File: src/rtl/ccff_chain_loader_if.sv
// Bundles the bitstream handshake, chain serial pins and status of the ccff loader.
// slave is the loader's view, master is the side that drives bitstream words and the chain tail.
interface ccff_chain_loader_if #(
  parameter int CHAIN_LEN = 40,
  parameter int WORD_W    = 32
);
  localparam int CNT_W = $clog2(CHAIN_LEN + 1);

  logic              start;
  logic              verify;
  logic [WORD_W-1:0] word_data;
  logic              word_valid;
  logic              word_ready;
  logic              ccff_head;
  logic              ccff_tail;
  logic              ccff_clk_en;
  logic              IO_ISOL_N;
  logic              busy;
  logic              done;
  logic              error;
  logic [CNT_W-1:0]  err_idx;
  logic [CNT_W-1:0]  bit_count;

  modport master (
    output start, verify, word_data, word_valid, ccff_tail,
    input  word_ready, ccff_head, ccff_clk_en, IO_ISOL_N,
    input  busy, done, error, err_idx, bit_count
  );

  modport slave (
    input  start, verify, word_data, word_valid, ccff_tail,
    output word_ready, ccff_head, ccff_clk_en, IO_ISOL_N,
    output busy, done, error, err_idx, bit_count
  );
endinterface

File: src/rtl/ccff_chain_loader.sv
// Serially loads (or re-shifts and verifies) an IO-column ccff chain from a word stream,
// keeping the IOs isolated from the start of a pass until the chain has settled.
module ccff_chain_loader #(
  parameter int CHAIN_LEN   = 40,
  parameter int WORD_W      = 32,
  parameter int ISOL_CYCLES = 4
) (
  input  logic                  prog_clk,
  input  logic                  prog_reset,
  ccff_chain_loader_if.slave    bus
);
  localparam int CNT_W = $clog2(CHAIN_LEN + 1);
  localparam int BL_W  = $clog2(WORD_W + 1);
  localparam int IC_W  = $clog2(ISOL_CYCLES + 1);

  typedef enum logic [2:0] {
    S_IDLE,
    S_ISOL,
    S_FETCH,
    S_SHIFT,
    S_SETTLE,
    S_DONE
  } state_t;

  state_t            r_state;
  state_t            w_state_next;

  logic              r_verify;
  logic [WORD_W-1:0] r_shreg;
  logic [BL_W-1:0]   r_bits_left;
  logic [CNT_W-1:0]  r_bit_count;
  logic [IC_W-1:0]   r_phase_cnt;
  logic              r_head;
  logic              r_error;
  logic [CNT_W-1:0]  r_err_idx;
  logic              r_isol_n;

  logic              w_idle_like;
  logic              w_phase_last;
  logic              w_last_bit;
  logic              w_word_end;
  logic              w_mismatch;
  logic [CNT_W-1:0]  w_remain;
  logic              w_word_ready;
  logic              w_clk_en;
  logic              w_busy;
  logic              w_done;

  assign w_idle_like  = (r_state == S_IDLE) || (r_state == S_DONE);
  assign w_phase_last = (r_phase_cnt == IC_W'(ISOL_CYCLES - 1));
  assign w_last_bit   = (r_bit_count == CNT_W'(CHAIN_LEN - 1));
  assign w_word_end   = (r_bits_left == BL_W'(1));
  assign w_remain     = CNT_W'(CHAIN_LEN) - r_bit_count;
  // Before shift k the tail presents bit k of the previous load, so it must match what we drive now.
  assign w_mismatch   = r_verify && (r_state == S_SHIFT) && (bus.ccff_tail != r_shreg[0]);

  always_ff @(posedge prog_clk) begin
    if (prog_reset) begin
      r_state <= S_IDLE;
    end else begin
      r_state <= w_state_next;
    end
  end

  always_comb begin
    w_state_next = r_state;
    w_word_ready = 1'b0;
    w_clk_en     = 1'b0;
    w_busy       = 1'b1;
    w_done       = 1'b0;
    case (r_state)
      S_IDLE: begin
        w_busy = 1'b0;
        if (bus.start) w_state_next = S_ISOL;
      end
      S_ISOL: begin
        if (w_phase_last) w_state_next = S_FETCH;
      end
      S_FETCH: begin
        w_word_ready = 1'b1;
        if (bus.word_valid) w_state_next = S_SHIFT;
      end
      S_SHIFT: begin
        w_clk_en = 1'b1;
        if (w_last_bit) begin
          w_state_next = S_SETTLE;
        end else if (w_word_end) begin
          w_state_next = S_FETCH;
        end
      end
      S_SETTLE: begin
        if (w_phase_last) w_state_next = S_DONE;
      end
      S_DONE: begin
        w_busy = 1'b0;
        w_done = 1'b1;
        if (bus.start) w_state_next = S_ISOL;
      end
      default: begin
        w_state_next = S_IDLE;
        w_busy       = 1'b0;
      end
    endcase
  end

  always_ff @(posedge prog_clk) begin
    if (prog_reset) begin
      r_verify    <= 1'b0;
      r_shreg     <= '0;
      r_bits_left <= '0;
      r_bit_count <= '0;
      r_phase_cnt <= '0;
      r_head      <= 1'b0;
      r_error     <= 1'b0;
      r_err_idx   <= '0;
      r_isol_n    <= 1'b0;
    end else begin
      case (r_state)
        S_IDLE, S_DONE: begin
          if (bus.start) begin
            r_verify    <= bus.verify;
            r_error     <= 1'b0;
            r_err_idx   <= '0;
            r_bit_count <= '0;
            r_phase_cnt <= '0;
            r_isol_n    <= 1'b0;
          end
        end
        S_ISOL: begin
          r_phase_cnt <= w_phase_last ? '0 : r_phase_cnt + IC_W'(1);
        end
        S_FETCH: begin
          if (bus.word_valid) begin
            r_shreg <= bus.word_data;
            // The final word may carry more bits than the chain still needs.
            if (int'(w_remain) < WORD_W) begin
              r_bits_left <= BL_W'(w_remain);
            end else begin
              r_bits_left <= BL_W'(WORD_W);
            end
          end
        end
        S_SHIFT: begin
          r_head      <= r_shreg[0];
          r_shreg     <= r_shreg >> 1;
          r_bit_count <= r_bit_count + CNT_W'(1);
          r_bits_left <= r_bits_left - BL_W'(1);
          r_phase_cnt <= '0;
          if (w_mismatch && !r_error) begin
            r_error   <= 1'b1;
            r_err_idx <= r_bit_count;
          end
        end
        S_SETTLE: begin
          r_phase_cnt <= r_phase_cnt + IC_W'(1);
          if (w_phase_last) begin
            r_isol_n <= !r_verify || !r_error;
          end
        end
        default: begin
          r_phase_cnt <= '0;
        end
      endcase
    end
  end

  assign bus.word_ready  = w_word_ready;
  assign bus.ccff_clk_en = w_clk_en;
  assign bus.ccff_head   = (r_state == S_SHIFT) ? r_shreg[0] : r_head;
  assign bus.IO_ISOL_N   = r_isol_n;
  assign bus.busy        = w_busy;
  assign bus.done        = w_done;
  assign bus.error       = r_error;
  assign bus.err_idx     = r_err_idx;
  assign bus.bit_count   = r_bit_count;

endmodule

File: src/flat_wrapper.sv
// flat-port wrapper written by rule: the top's interface ports become plain ports
module ccff_chain_loader_flat 
#(
  parameter int CHAIN_LEN   = 40,
  parameter int WORD_W      = 32,
  parameter int ISOL_CYCLES = 4
)
  (prog_clk, prog_reset, bus_start, bus_verify, bus_word_data, bus_word_valid, bus_ccff_tail, bus_word_ready, bus_ccff_head, bus_ccff_clk_en, bus_IO_ISOL_N, bus_busy, bus_done, bus_error, bus_err_idx, bus_bit_count);
  ccff_chain_loader_if #(.CHAIN_LEN(CHAIN_LEN), .WORD_W(WORD_W)) bus_i ();
  input  logic prog_clk;
  input  logic prog_reset;
  input wire logic [$bits(bus_i.start)-1:0] bus_start;
  input wire logic [$bits(bus_i.verify)-1:0] bus_verify;
  input wire logic [$bits(bus_i.word_data)-1:0] bus_word_data;
  input wire logic [$bits(bus_i.word_valid)-1:0] bus_word_valid;
  input wire logic [$bits(bus_i.ccff_tail)-1:0] bus_ccff_tail;
  output wire logic [$bits(bus_i.word_ready)-1:0] bus_word_ready;
  output wire logic [$bits(bus_i.ccff_head)-1:0] bus_ccff_head;
  output wire logic [$bits(bus_i.ccff_clk_en)-1:0] bus_ccff_clk_en;
  output wire logic [$bits(bus_i.IO_ISOL_N)-1:0] bus_IO_ISOL_N;
  output wire logic [$bits(bus_i.busy)-1:0] bus_busy;
  output wire logic [$bits(bus_i.done)-1:0] bus_done;
  output wire logic [$bits(bus_i.error)-1:0] bus_error;
  output wire logic [$bits(bus_i.err_idx)-1:0] bus_err_idx;
  output wire logic [$bits(bus_i.bit_count)-1:0] bus_bit_count;
  assign bus_i.start = bus_start;
  assign bus_i.verify = bus_verify;
  assign bus_i.word_data = bus_word_data;
  assign bus_i.word_valid = bus_word_valid;
  assign bus_i.ccff_tail = bus_ccff_tail;
  assign bus_word_ready = bus_i.word_ready;
  assign bus_ccff_head = bus_i.ccff_head;
  assign bus_ccff_clk_en = bus_i.ccff_clk_en;
  assign bus_IO_ISOL_N = bus_i.IO_ISOL_N;
  assign bus_busy = bus_i.busy;
  assign bus_done = bus_i.done;
  assign bus_error = bus_i.error;
  assign bus_err_idx = bus_i.err_idx;
  assign bus_bit_count = bus_i.bit_count;
  ccff_chain_loader #(.CHAIN_LEN(CHAIN_LEN), .WORD_W(WORD_W), .ISOL_CYCLES(ISOL_CYCLES)) u_core (.prog_clk(prog_clk), .prog_reset(prog_reset), .bus(bus_i));
endmodule
File: config.mk
export PLATFORM = sky130hd
export DESIGN_NAME = ccff_chain_loader_flat
export DESIGN_NICKNAME = d
export VERILOG_FILES = /design/src/rtl/ccff_chain_loader_if.sv /design/src/rtl/ccff_chain_loader.sv /design/src/flat_wrapper.sv
export SDC_FILE = /design/constraint.sdc
export NUM_CORES = 1
export LEC_CHECK = 0
export BUFFER_PORTS_ARGS = -buffer_cell sky130_fd_sc_hd__buf_4
export CORE_MARGIN = 2
export CORE_UTILIZATION = 59
export CTS_BUF_LIST = sky130_fd_sc_hd__clkbuf_16
export DETAILED_ROUTE_END_ITERATION = 12
export PLACE_DENSITY = 0.84
export REMOVE_ABC_BUFFERS = 1
export SETUP_SLACK_MARGIN = 0.05
export SLEW_MARGIN = 20
export SYNTH_ARGS = -nofsm -noshare
export SYNTH_HDL_FRONTEND = slang
export SYNTH_SLANG_ARGS = --single-unit
File: constraint.sdc
create_clock -name prog_clk -period 4.4 [get_ports prog_clk]
set_input_delay 1.1 -clock prog_clk [delete_from_list [all_inputs] [get_ports prog_clk]]
set_output_delay 1.1 -clock prog_clk [all_outputs]
set_load 0.005 [all_outputs]
; ---- Word level (Yosys, flattened, before mapping)
; Cells that the tools add are included.
[word_totals]
word_cells = 79
out_inout_bits = 19
ff_bits = 60
in_bits = 38
[op_classes]
n_bitwise = 1
n_addsub = 4
n_lt_le_gt_ge = 1
n_eq_ne = 15
n_mux = 29
n_reduce_logical = 19
[op_table]
columns = op, n
row1 = $pmux W32 S2, 1
row2 = $pmux W6 S2, 3
row3 = $mux W32, 1
row4 = $mux W3, 8
row5 = $mux W6, 4
row6 = $pmux W3 S5, 1
row7 = $pmux W3 S4, 1
row8 = $eq A3 B2 Y1 const B, 3
row9 = $mux W1, 8
row10 = $ne A2 B1 Y1 const B, 4
row11 = $reduce_and A2 Y1, 4
row12 = $add A6 B1 Y6 const B, 1
row13 = $eq A3 B3 Y1 const B, 2
row14 = $eq A6 B1 Y1 const B, 1
row15 = $eq A6 B6 Y1 const B, 1
row16 = $lt A6 B6 Y1 const B, 1
row17 = $reduce_and A3 Y1, 2
row18 = $reduce_bool A2 Y1, 3
row19 = $sub A6 B1 Y6 const B, 1
row20 = $sub A6 B6 Y6 const A, 1
row21 = $reduce_and A5 Y1, 1
row22 = $pmux W1 S2, 2
row23 = $reduce_or A4 Y1, 1
row24 = $add A3 B1 Y3 const B, 1
row25 = 10 further kinds, 13

; ---- Depth between registers and ports, before layout
; Gate-level depths: netlist of run 1.
[depth]
word_depth = 6
mapped_depth = 7
ltp_nobuf = 7

; ---- Worst setup path after synthesis of run 1
; OpenSTA, ideal clock, no wires.
[synth_path]
path_kind = register to output
from = register u_core.r_state[2]
to = output port bus_ccff_head
n_path_buf = 2
required_ns = 3.300
t_arrival_ns = 1.066
stages_incl_launch_ff = 6
slack_ns = 2.234
path_cell_list = dfxtp_1 -> nand3b_2 -> buf_4 -> buf_2 -> nand2_1 -> nand2_1
[synth_between]
elab_chain_len = 2
[synth_lines]
columns = item, line
row1 = start: declaration, ccff_chain_loader.sv:25  ; state_t r_state;
row2 = start signal: assignment, ccff_chain_loader.sv:61  ; r_state <= w_state_next;
row3 = $eq A3 B2 Y1, ccff_chain_loader.sv:169  ; assign bus.ccff_head = (r_state == S_SHIFT) ? r_shreg[0] : r_head;
row4 = $mux W1, n/a
row5 = end: declaration, flat_wrapper.sv:18  ; output wire logic [$bits(bus_i.ccff_head)-1:0] bus_ccff_head;
; No other way between the ends.

; ---- Final worst setup path of run 1
[layout_path]
from = register u_core.r_state[1]
to = output port bus_ccff_head
; Same word-level chain as after synthesis.

==> results of run 1 <==
-- cells by family (layout without fill, tap and decap cells) --
kind of cell,count (synthesis),after routing,synth area share (%)
AOI/OAI and AO/OA,80,80,20.5
xor gates and xnor gates,6,6,1.74
adders and majority gates,7,7,2.90
buffers and inverters,44,85,6.80
DFF,60,60,39.8
muxes,5,5,1.70
and+or+nand+nor,179,179,26.5
-- tightest hold or removal path: cells and delay by family, from the launching register on --
kind,cells,cell delay (ns)
compound gates,1,0.05
flops,1,0.31
simple gates,1,0.05
-- cell usage after synthesis, types with 2 or more instances --
library cell / instances
sky130_fd_sc_hd__nand2_1: 81
sky130_fd_sc_hd__dfxtp_1: 60
sky130_fd_sc_hd__nor2_1: 51
sky130_fd_sc_hd__a311oi_1: 32
sky130_fd_sc_hd__a21oi_1: 21
sky130_fd_sc_hd__buf_2: 20
sky130_fd_sc_hd__nand3_1: 13
sky130_fd_sc_hd__clkbuf_1: 10
sky130_fd_sc_hd__inv_1: 10
sky130_fd_sc_hd__ha_1: 7
sky130_fd_sc_hd__nand2b_1: 7
sky130_fd_sc_hd__nor3_1: 6
sky130_fd_sc_hd__mux2i_1: 4
sky130_fd_sc_hd__a22oi_1: 3
sky130_fd_sc_hd__nor4_1: 3
sky130_fd_sc_hd__xnor2_1: 3
sky130_fd_sc_hd__xor2_1: 3
sky130_fd_sc_hd__a221oi_1: 2
sky130_fd_sc_hd__a311o_1: 2
sky130_fd_sc_hd__a41oi_1: 2
sky130_fd_sc_hd__buf_4: 2
sky130_fd_sc_hd__nand3b_1: 2
sky130_fd_sc_hd__nand4_1: 2
sky130_fd_sc_hd__o21ai_0: 2
sky130_fd_sc_hd__o22ai_1: 2
sky130_fd_sc_hd__or2_1: 2
sky130_fd_sc_hd__or3_1: 2
-- where the power goes --
part | total [W] | internal (W) | leakage, nW | switching (W)
combinational | 0.0000657 | 0.0000342 | 0.776 | 0.0000315
clock | 0.000649 | 0.000424 | 0.140 | 0.000225
sequential | 0.000552 | 0.000548 | 0.484 | 0.00000469
-- area by class of cell --
class	count	area, um2	share of cell area (%)
inverter	11	41.3	1.12
timing repair buffer	59	463	12.6
sequential	60	1200	32.6
multi-input combinational	277	1620	43.9
tap	70	87.6	2.38
clock inverter	6	48.8	1.32
clock buffer	9	225	6.11
-- flip-flops by register name (all words and copies together), names as in the netlist, 3 cells and up --
name / flops
u_core.bus.bit_count: 6
u_core.bus.err_idx: 6
u_core.r_phase_cnt: 3
u_core.r_bits_left: 6
u_core.r_state: 3
u_core.r_shreg: 32
-- worst max path at each step --
stage                            from  cells past startpoint               endpoint  slack (ns)
floorplan              bus_word_valid                      4  u_core.r_bits_left[2]        0.56
global placement       bus_word_valid                      6     u_core.r_shreg[27]        1.60
detailed placement     bus_word_valid                      6     u_core.r_shreg[24]        1.53
CTS                 u_core.r_state[1]                      5          bus_ccff_head        1.30
global route        u_core.r_state[1]                      5          bus_ccff_head        1.09
finish              u_core.r_state[1]                      5          bus_ccff_head        1.28
-- through the flow --
stage	total power [W]	hold slack [ns]	std cells	setup slack, ns	util, %
after global routing	0.00130	0.482	492	1.09	73.6
after floorplan	0.000587	0.426	348	0.557	-
final	0.00127	0.459	492	1.28	73.6
after CTS	0.00127	0.463	491	1.30	73.0
after global placement	0.000627	0.441	476	1.60	67.6
after detailed placement	0.000628	0.458	476	1.53	67.6
-- layer usage --
layer | global-route usage (%) | share of wire [%] | routed length [um] | up-vias
met2 | 44.4 | 49 | 3300 | 89
met3 | 3.57 | 4.8 | 325 | 9
met1 | 30.0 | 45 | 3090 | 1307
met4 | 11.5 | 1.2 | 79 | 0
met5 | 0 | 0 | 0 | -
li1 | - | - | - | 1417
-- placed cells by master, fill, tap and decap left out, drive strengths merged, types with 2 or more instances in the layout --
cell type	count
nand2	81
dfxtp	60
buf	59
nor2	51
a311oi	32
a21oi	21
nand3	14
inv	13
clkbuf	9
nand2b	7
ha	7
nor3	7
mux2i	4
xnor2	3
a22oi	3
nor4	3
xor2	3
clkinv	3
nand3b	3
or3	3
o21ai	3
or2	3
nand4	2
a41oi	2
a311o	2
a221oi	2
o22ai	2
==> impl_metrics.env, run 1 <==
export IMPL_status="completed"
export IMPL_worstPathBufferInverterCount=2
export IMPL_final_period_minus_worst_setup_slack_ns=3.12
export IMPL_start_util_pct=60.2
export IMPL_slowest_delay_ns=0.62
export IMPL_placementRows=26
export IMPL_io_pins=57
export IMPL_max_vdd_ir_drop_uv=229
export IMPL_io_buffers=56
export IMPL_filler_cells_inserted=405
export IMPL_timing_final_crit_share_pct=71.0
export IMPL_iter_0_drt_violations=198
export IMPL_min_delay_path_depth=2
export IMPL_grt_start_max_net_pins=62
export IMPL_power_static_leakage_nw=1.40
export IMPL_sinks_on_the_clock_net=60
export IMPL_clockRootBuffer="sky130_fd_sc_hd__clkbuf_16"
export IMPL_worst_rel_slew_slack_pct=52.3
export IMPL_post_synth_arst_share_pct=0
export IMPL_synth_seq_area_share_pct=39.8
export IMPL_placement_cell_area_um2=3380
export IMPL_grt_first_pass_wirelength_um=11000
export IMPL_worstHoldPathType="reg -> reg"
export IMPL_synth_top_area_share_pct=39.8
export IMPL_number_of_antenna_violations_at_the_first_check_in_global_routing=0
export IMPL_drtPass1Iterations=5
export IMPL_postRouteAntennaNets=0
export IMPL_via_count_of_the_first_global_routing_pass=2500
export IMPL_r2r_end="u_core.bus.bit_count[4]"
export IMPL_htree_levels=3
export IMPL_core_um2=5010
export IMPL_place_gp_congestion=0.803
export IMPL_worst_r2r_setup_slack_ns=2.29
export IMPL_wl_per_cell_um=13.8
export IMPL_critical_path_endpoint_type="output port"
export IMPL_timing_worst_setup_path_type="reg -> out"
export IMPL_r2r_worst_path_cells=5
export IMPL_die_h_um=75.5
export IMPL_clkSlewWorstSetupHoldPaths_ns=0.05
export IMPL_yosysWarnings=0
export IMPL_cts_hold_fix_buffers=0
export IMPL_synth_edf_count=0
export IMPL_tritoncts_clock_tree="built"
export IMPL_die_width_um=75.5
export IMPL_cts_root_to_sink_buffers=2
export IMPL_synth_cell_area_um2=3020
export IMPL_worstPathCellList="nand3b_2 > inv_2 > nand2_1 > nand2_1 > buf_4"
export IMPL_drc_errors=0
export IMPL_avgViaCountPerCell=5.74
export IMPL_timing_critical_path_slowest_stage_cell="sky130_fd_sc_hd__dfxtp_1"
export IMPL_post_cts_repair_setup_buffers=0
export IMPL_clock_insertion_delay_worst_skew_ns=0.32
export IMPL_overflow=0
export IMPL_cts_repair_resize_count=0
export IMPL_routed_wl_um=6800
export IMPL_yosys_area_top_type="sky130_fd_sc_hd__dfxtp_1"
export IMPL_synth_seq_cells=60
export IMPL_synth_cell_type_count=54
export IMPL_route_vias_total=2822
export IMPL_pwr_density_cell_nw_per_um2=344
export IMPL_finish_instance_area_um2=3690
export IMPL_rsz0062_at_grt="false"
export IMPL_setup_viol=0
export IMPL_fp_dieArea_um2=5700
export IMPL_hpwl_um=4150
export IMPL_final_count_of_pins_violating_max_slew=0
export IMPL_area_growth_synth_to_final_pct=22.1
export IMPL_synthTopCellsByArea="sky130_fd_sc_hd__dfxtp_1 (40%), sky130_fd_sc_hd__nand2_1 (10%), sky130_fd_sc_hd__a311oi_1 (9.3%)"
export IMPL_totalNegativeSetupSlack_ns=0
export IMPL_max_cap_violations=0
export IMPL_finClkSkew_ns=0.00714
export IMPL_min_delay_src="u_core.r_shreg[31]"
export IMPL_net_count_reported_at_finish=463
export IMPL_post_synth_inst_count=381
export IMPL_insertedDiodeCount=0
export IMPL_timing_hold_violations_final=0
export IMPL_grt_use_total_pct=25.1
export IMPL_cts_made_buffers=9
export IMPL_crit_path_start_kind="register"
export IMPL_path_max_fanout=42
export IMPL_timing_worst_slew_pin_value_ns=0.714
export IMPL_critical_path_reg2reg_startpoint="u_core.r_state[1]"
export IMPL_share_of_final_layout_standard_cells_stronger_than_drive_strength_1_pct=19.2
export IMPL_hold_end="u_core.r_shreg[31]"
export IMPL_worstPathRequired_ns=3.30
export IMPL_achievable_frequency_ghz=0.320
export IMPL_category_of_cells_accounting_for_the_largest_share_of_critical_path_delay="buffers and inverters"
export IMPL_crit_top_cell="sky130_fd_sc_hd__nand2_1"
export IMPL_synth_ff_type="sky130_fd_sc_hd__dfxtp_1"
export IMPL_critical_path_arrival_ns=2.02
export IMPL_post_synth_cell_area_avg_um2=7.92
(Power assumes the default switching activity.)
==> run 2, diff against run 1 <==
--- a/config.mk
+++ b/config.mk
@@ -5,12 +5,13 @@
 export SDC_FILE = /design/constraint.sdc
 export NUM_CORES = 1
 export LEC_CHECK = 0
+export ABC_AREA = 1
 export BUFFER_PORTS_ARGS = -buffer_cell sky130_fd_sc_hd__buf_4
 export CORE_MARGIN = 2
-export CORE_UTILIZATION = 59
+export CORE_UTILIZATION = 50
 export CTS_BUF_LIST = sky130_fd_sc_hd__clkbuf_16
 export DETAILED_ROUTE_END_ITERATION = 12
-export PLACE_DENSITY = 0.84
+export PLACE_DENSITY = 0.76
 export REMOVE_ABC_BUFFERS = 1
 export SETUP_SLACK_MARGIN = 0.05
 export SLEW_MARGIN = 20
==> constraint.sdc (replaced) <==
create_clock -name prog_clk -period 2.8 [get_ports prog_clk]
set_input_delay 0.7 -clock prog_clk [delete_from_list [all_inputs] [get_ports prog_clk]]
set_output_delay 0.7 -clock prog_clk [all_outputs]
set_load 0.005 [all_outputs]
==> run 2 against run 1 <==
Flip-flop and latch count is the same. Register-to-register slack lost 1.4 ns. Sequential share of layout area shrank 1.7 points. Worst hold slack improved by 0.0020 ns. Synthesized cell count grew 20%. Cell count is 20% higher.
==> impl_metrics.env, run 2 <==
export IMPL_crit_path_start_kind="register"
export IMPL_final_count_of_pins_violating_max_slew=0
export IMPL_clockRootBuffer="sky130_fd_sc_hd__clkbuf_16"
export IMPL_pwr_density_cell_nw_per_um2=895
export IMPL_die_width_um=82.6
export IMPL_place_gp_congestion=0.860
export IMPL_htree_levels=3
export IMPL_commonest_non_fill_non_tap_cell_in_the_layout="sky130_fd_sc_hd__nand2_1"
export IMPL_totalNegativeSetupSlack_ns=0
export IMPL_io_buffers=56
export IMPL_timing_worst_setup_path_type="reg -> out"
export IMPL_iter_0_drt_violations=120
export IMPL_hpwl_um=4760
export IMPL_critical_path_endpoint_type="output port"
export IMPL_synth_seq_cells=60
export IMPL_max_cap_violations=0
export IMPL_synth_ff_type="sky130_fd_sc_hd__dfxtp_1"
export IMPL_rsz0062_at_grt="false"
export IMPL_clock_insertion_delay_worst_skew_ns=0.32
export IMPL_route_vias_total=3036
export IMPL_avgViaCountPerCell=5.16
export IMPL_yosysWarnings=0
export IMPL_post_place_ws_ns=0.735
export IMPL_postRouteAntennaNets=0
export IMPL_sinks_on_the_clock_net=60
export IMPL_overflow=0
export IMPL_synth_cell_type_count=29
export IMPL_routed_wl_um=7180
export IMPL_fp_dieArea_um2=6830
export IMPL_grt_first_pass_wirelength_um=11500
export IMPL_drc_errors=0
export IMPL_die_h_um=82.6
export IMPL_grt_start_max_net_pins=37
export IMPL_via_count_of_the_first_global_routing_pass=2733
export IMPL_cts_made_buffers=9
export IMPL_synth_cell_area_um2=3090
export IMPL_core_um2=5960
export IMPL_status="completed"
export IMPL_synth_top_cells_by_count="sky130_fd_sc_hd__nand2_1 (133), sky130_fd_sc_hd__inv_1 (72), sky130_fd_sc_hd__dfxtp_1 (60)"
export IMPL_grt_use_total_pct=22.0
export IMPL_setup_viol=0
export IMPL_critical_path_arrival_ns=1.57
export IMPL_post_synth_arst_share_pct=0
export IMPL_wl_per_cell_um=12.2
export IMPL_worstPathRequired_ns=2.10
export IMPL_final_period_minus_worst_setup_slack_ns=2.27
export IMPL_synthTopCellsByArea="sky130_fd_sc_hd__dfxtp_1 (39%), sky130_fd_sc_hd__nand2_1 (16%), sky130_fd_sc_hd__inv_1 (8.7%)"
export IMPL_final_cell_mix="sky130_fd_sc_hd__nand2_1 (133), sky130_fd_sc_hd__inv_1 (74), sky130_fd_sc_hd__buf_4 (60), sky130_fd_sc_hd__dfxtp_1 (60), sky130_fd_sc_hd__a21oi_1 (39)"
export IMPL_io_pins=57
export IMPL_timing_final_crit_share_pct=81.0
export IMPL_tritoncts_clock_tree="built"
export IMPL_post_synth_cell_area_avg_um2=6.77
export IMPL_drtPass1Iterations=4
export IMPL_net_count_reported_at_finish=553
export IMPL_timing_worst_slew_pin_value_ns=0.632
export IMPL_path_max_fanout=16
export IMPL_synth_edf_count=0
export IMPL_area_growth_synth_to_final_pct=25.6
export IMPL_max_ffs_per_register=32
export IMPL_synthMostInstantiatedCell="sky130_fd_sc_hd__nand2_1"
export IMPL_start_util_pct=51.9
export IMPL_synth_seq_area_share_pct=38.9
export IMPL_clkSlewWorstSetupHoldPaths_ns=0.05
export IMPL_number_of_antenna_violations_at_the_first_check_in_global_routing=0
export IMPL_insertedDiodeCount=0
export IMPL_finClkSkew_ns=0.00599
export IMPL_final_critical_path_setup_slack_ns=0.533
export IMPL_achievable_frequency_ghz=0.441
export IMPL_cts_repair_resize_count=0
export IMPL_power_static_leakage_nw=1.91
export IMPL_top_register="u_core.r_shreg"
export IMPL_worstHoldPathType="reg -> reg"
export IMPL_max_vdd_ir_drop_uv=476
export IMPL_post_synth_inst_count=457
export IMPL_timing_hold_violations_final=0
export IMPL_cts_hold_fix_buffers=0
export IMPL_yosys_area_top_type="sky130_fd_sc_hd__dfxtp_1"
export IMPL_share_of_final_layout_standard_cells_stronger_than_drive_strength_1_pct=16.2
export IMPL_cts_root_to_sink_buffers=2
export IMPL_synth_top_area_share_pct=38.9
export IMPL_placementRows=28
export IMPL_worst_rel_slew_slack_pct=57.8
export IMPL_post_cts_repair_setup_buffers=0
## run 2: through the flow
| step | area (um2) | hold slack (ns) | utilization [%] | instances | power, W |
|---|---|---|---|---|---|
| 2_1_floorplan | 2980 | 0.435 | - | 437 | 0.00186 |
| 3_3_place_gp | 3530 | 0.449 | 59.2 | 572 | 0.00212 |
| 3_5_place_dp | 3530 | 0.455 | 59.2 | 572 | 0.00215 |
| 4_1_cts | 3880 | 0.464 | 65.2 | 588 | 0.00349 |
| 5_1_grt | 3880 | 0.476 | 65.2 | 588 | 0.00369 |
| 6_report | 3880 | 0.461 | 65.2 | 588 | 0.00348 |
## run 2: path summary, 6_finish.rpt
kind / from / end / slack [ns] / depth (start not counted)
worst max-delay path: u_core.r_state[0] / bus_ccff_head / 0.53 / 6
worst min-delay path: u_core.bus.err_idx[2] / u_core.bus.err_idx[2] / 0.46 / 2
worst max register to register: u_core.r_state[2] / u_core.r_shreg[15] / 0.87 / 8
worst min register to register: u_core.bus.err_idx[2] / u_core.bus.err_idx[2] / 0.46 / 2
## run 2: critical path, stage by stage (launching register included)
cell,delay (ns)
sky130_fd_sc_hd__dfxtp_1,0.48
sky130_fd_sc_hd__nand2_2,0.15
sky130_fd_sc_hd__nor2_8,0.29
sky130_fd_sc_hd__inv_2,0.06
sky130_fd_sc_hd__nand2_1,0.08
sky130_fd_sc_hd__nand2_1,0.05
sky130_fd_sc_hd__buf_4,0.13
## run 2: final cells by class
cell class	count	area [um2]
inverters	75	284
clock inverters	7	131
fillers	536	2070
multi-input cells	302	1500
well taps	75	93.8
flip-flops and latches	60	1200
repair buffers	60	450
clock buffers	9	225
## run 2: kinds of logic (layout without fill, tap and decap cells)
| kind of cell | count (synthesis) | count (layout) | synth area share (%) |
|---|---|---|---|
| AO/OA/AOI/OAI | 86 | 86 | 16.1 |
| XOR/XNOR | 4 | 4 | 1.13 |
| adder cells (fa/ha/maj) | 7 | 7 | 2.83 |
| buffers and inverters | 95 | 151 | 12.7 |
| flip-flops | 60 | 60 | 38.9 |
| AND/OR/NAND/NOR | 205 | 205 | 28.4 |
## run 2: where the power goes
group,switching (W),internal (W)
logic,0.000654,0.000388
registers,0.000106,0.00100
clock network,0.000379,0.000949
## run 2: metal layers
metal / vias up / global-route usage, % / routed length (um)
li1: 1557 / - / -
met1: 1370 / 25.6 / 3260
met2: 94 / 38.6 / 3400
met3: 15 / 3.80 / 388
met4: 0 / 11.5 / 141
met5: - / 0 / 0
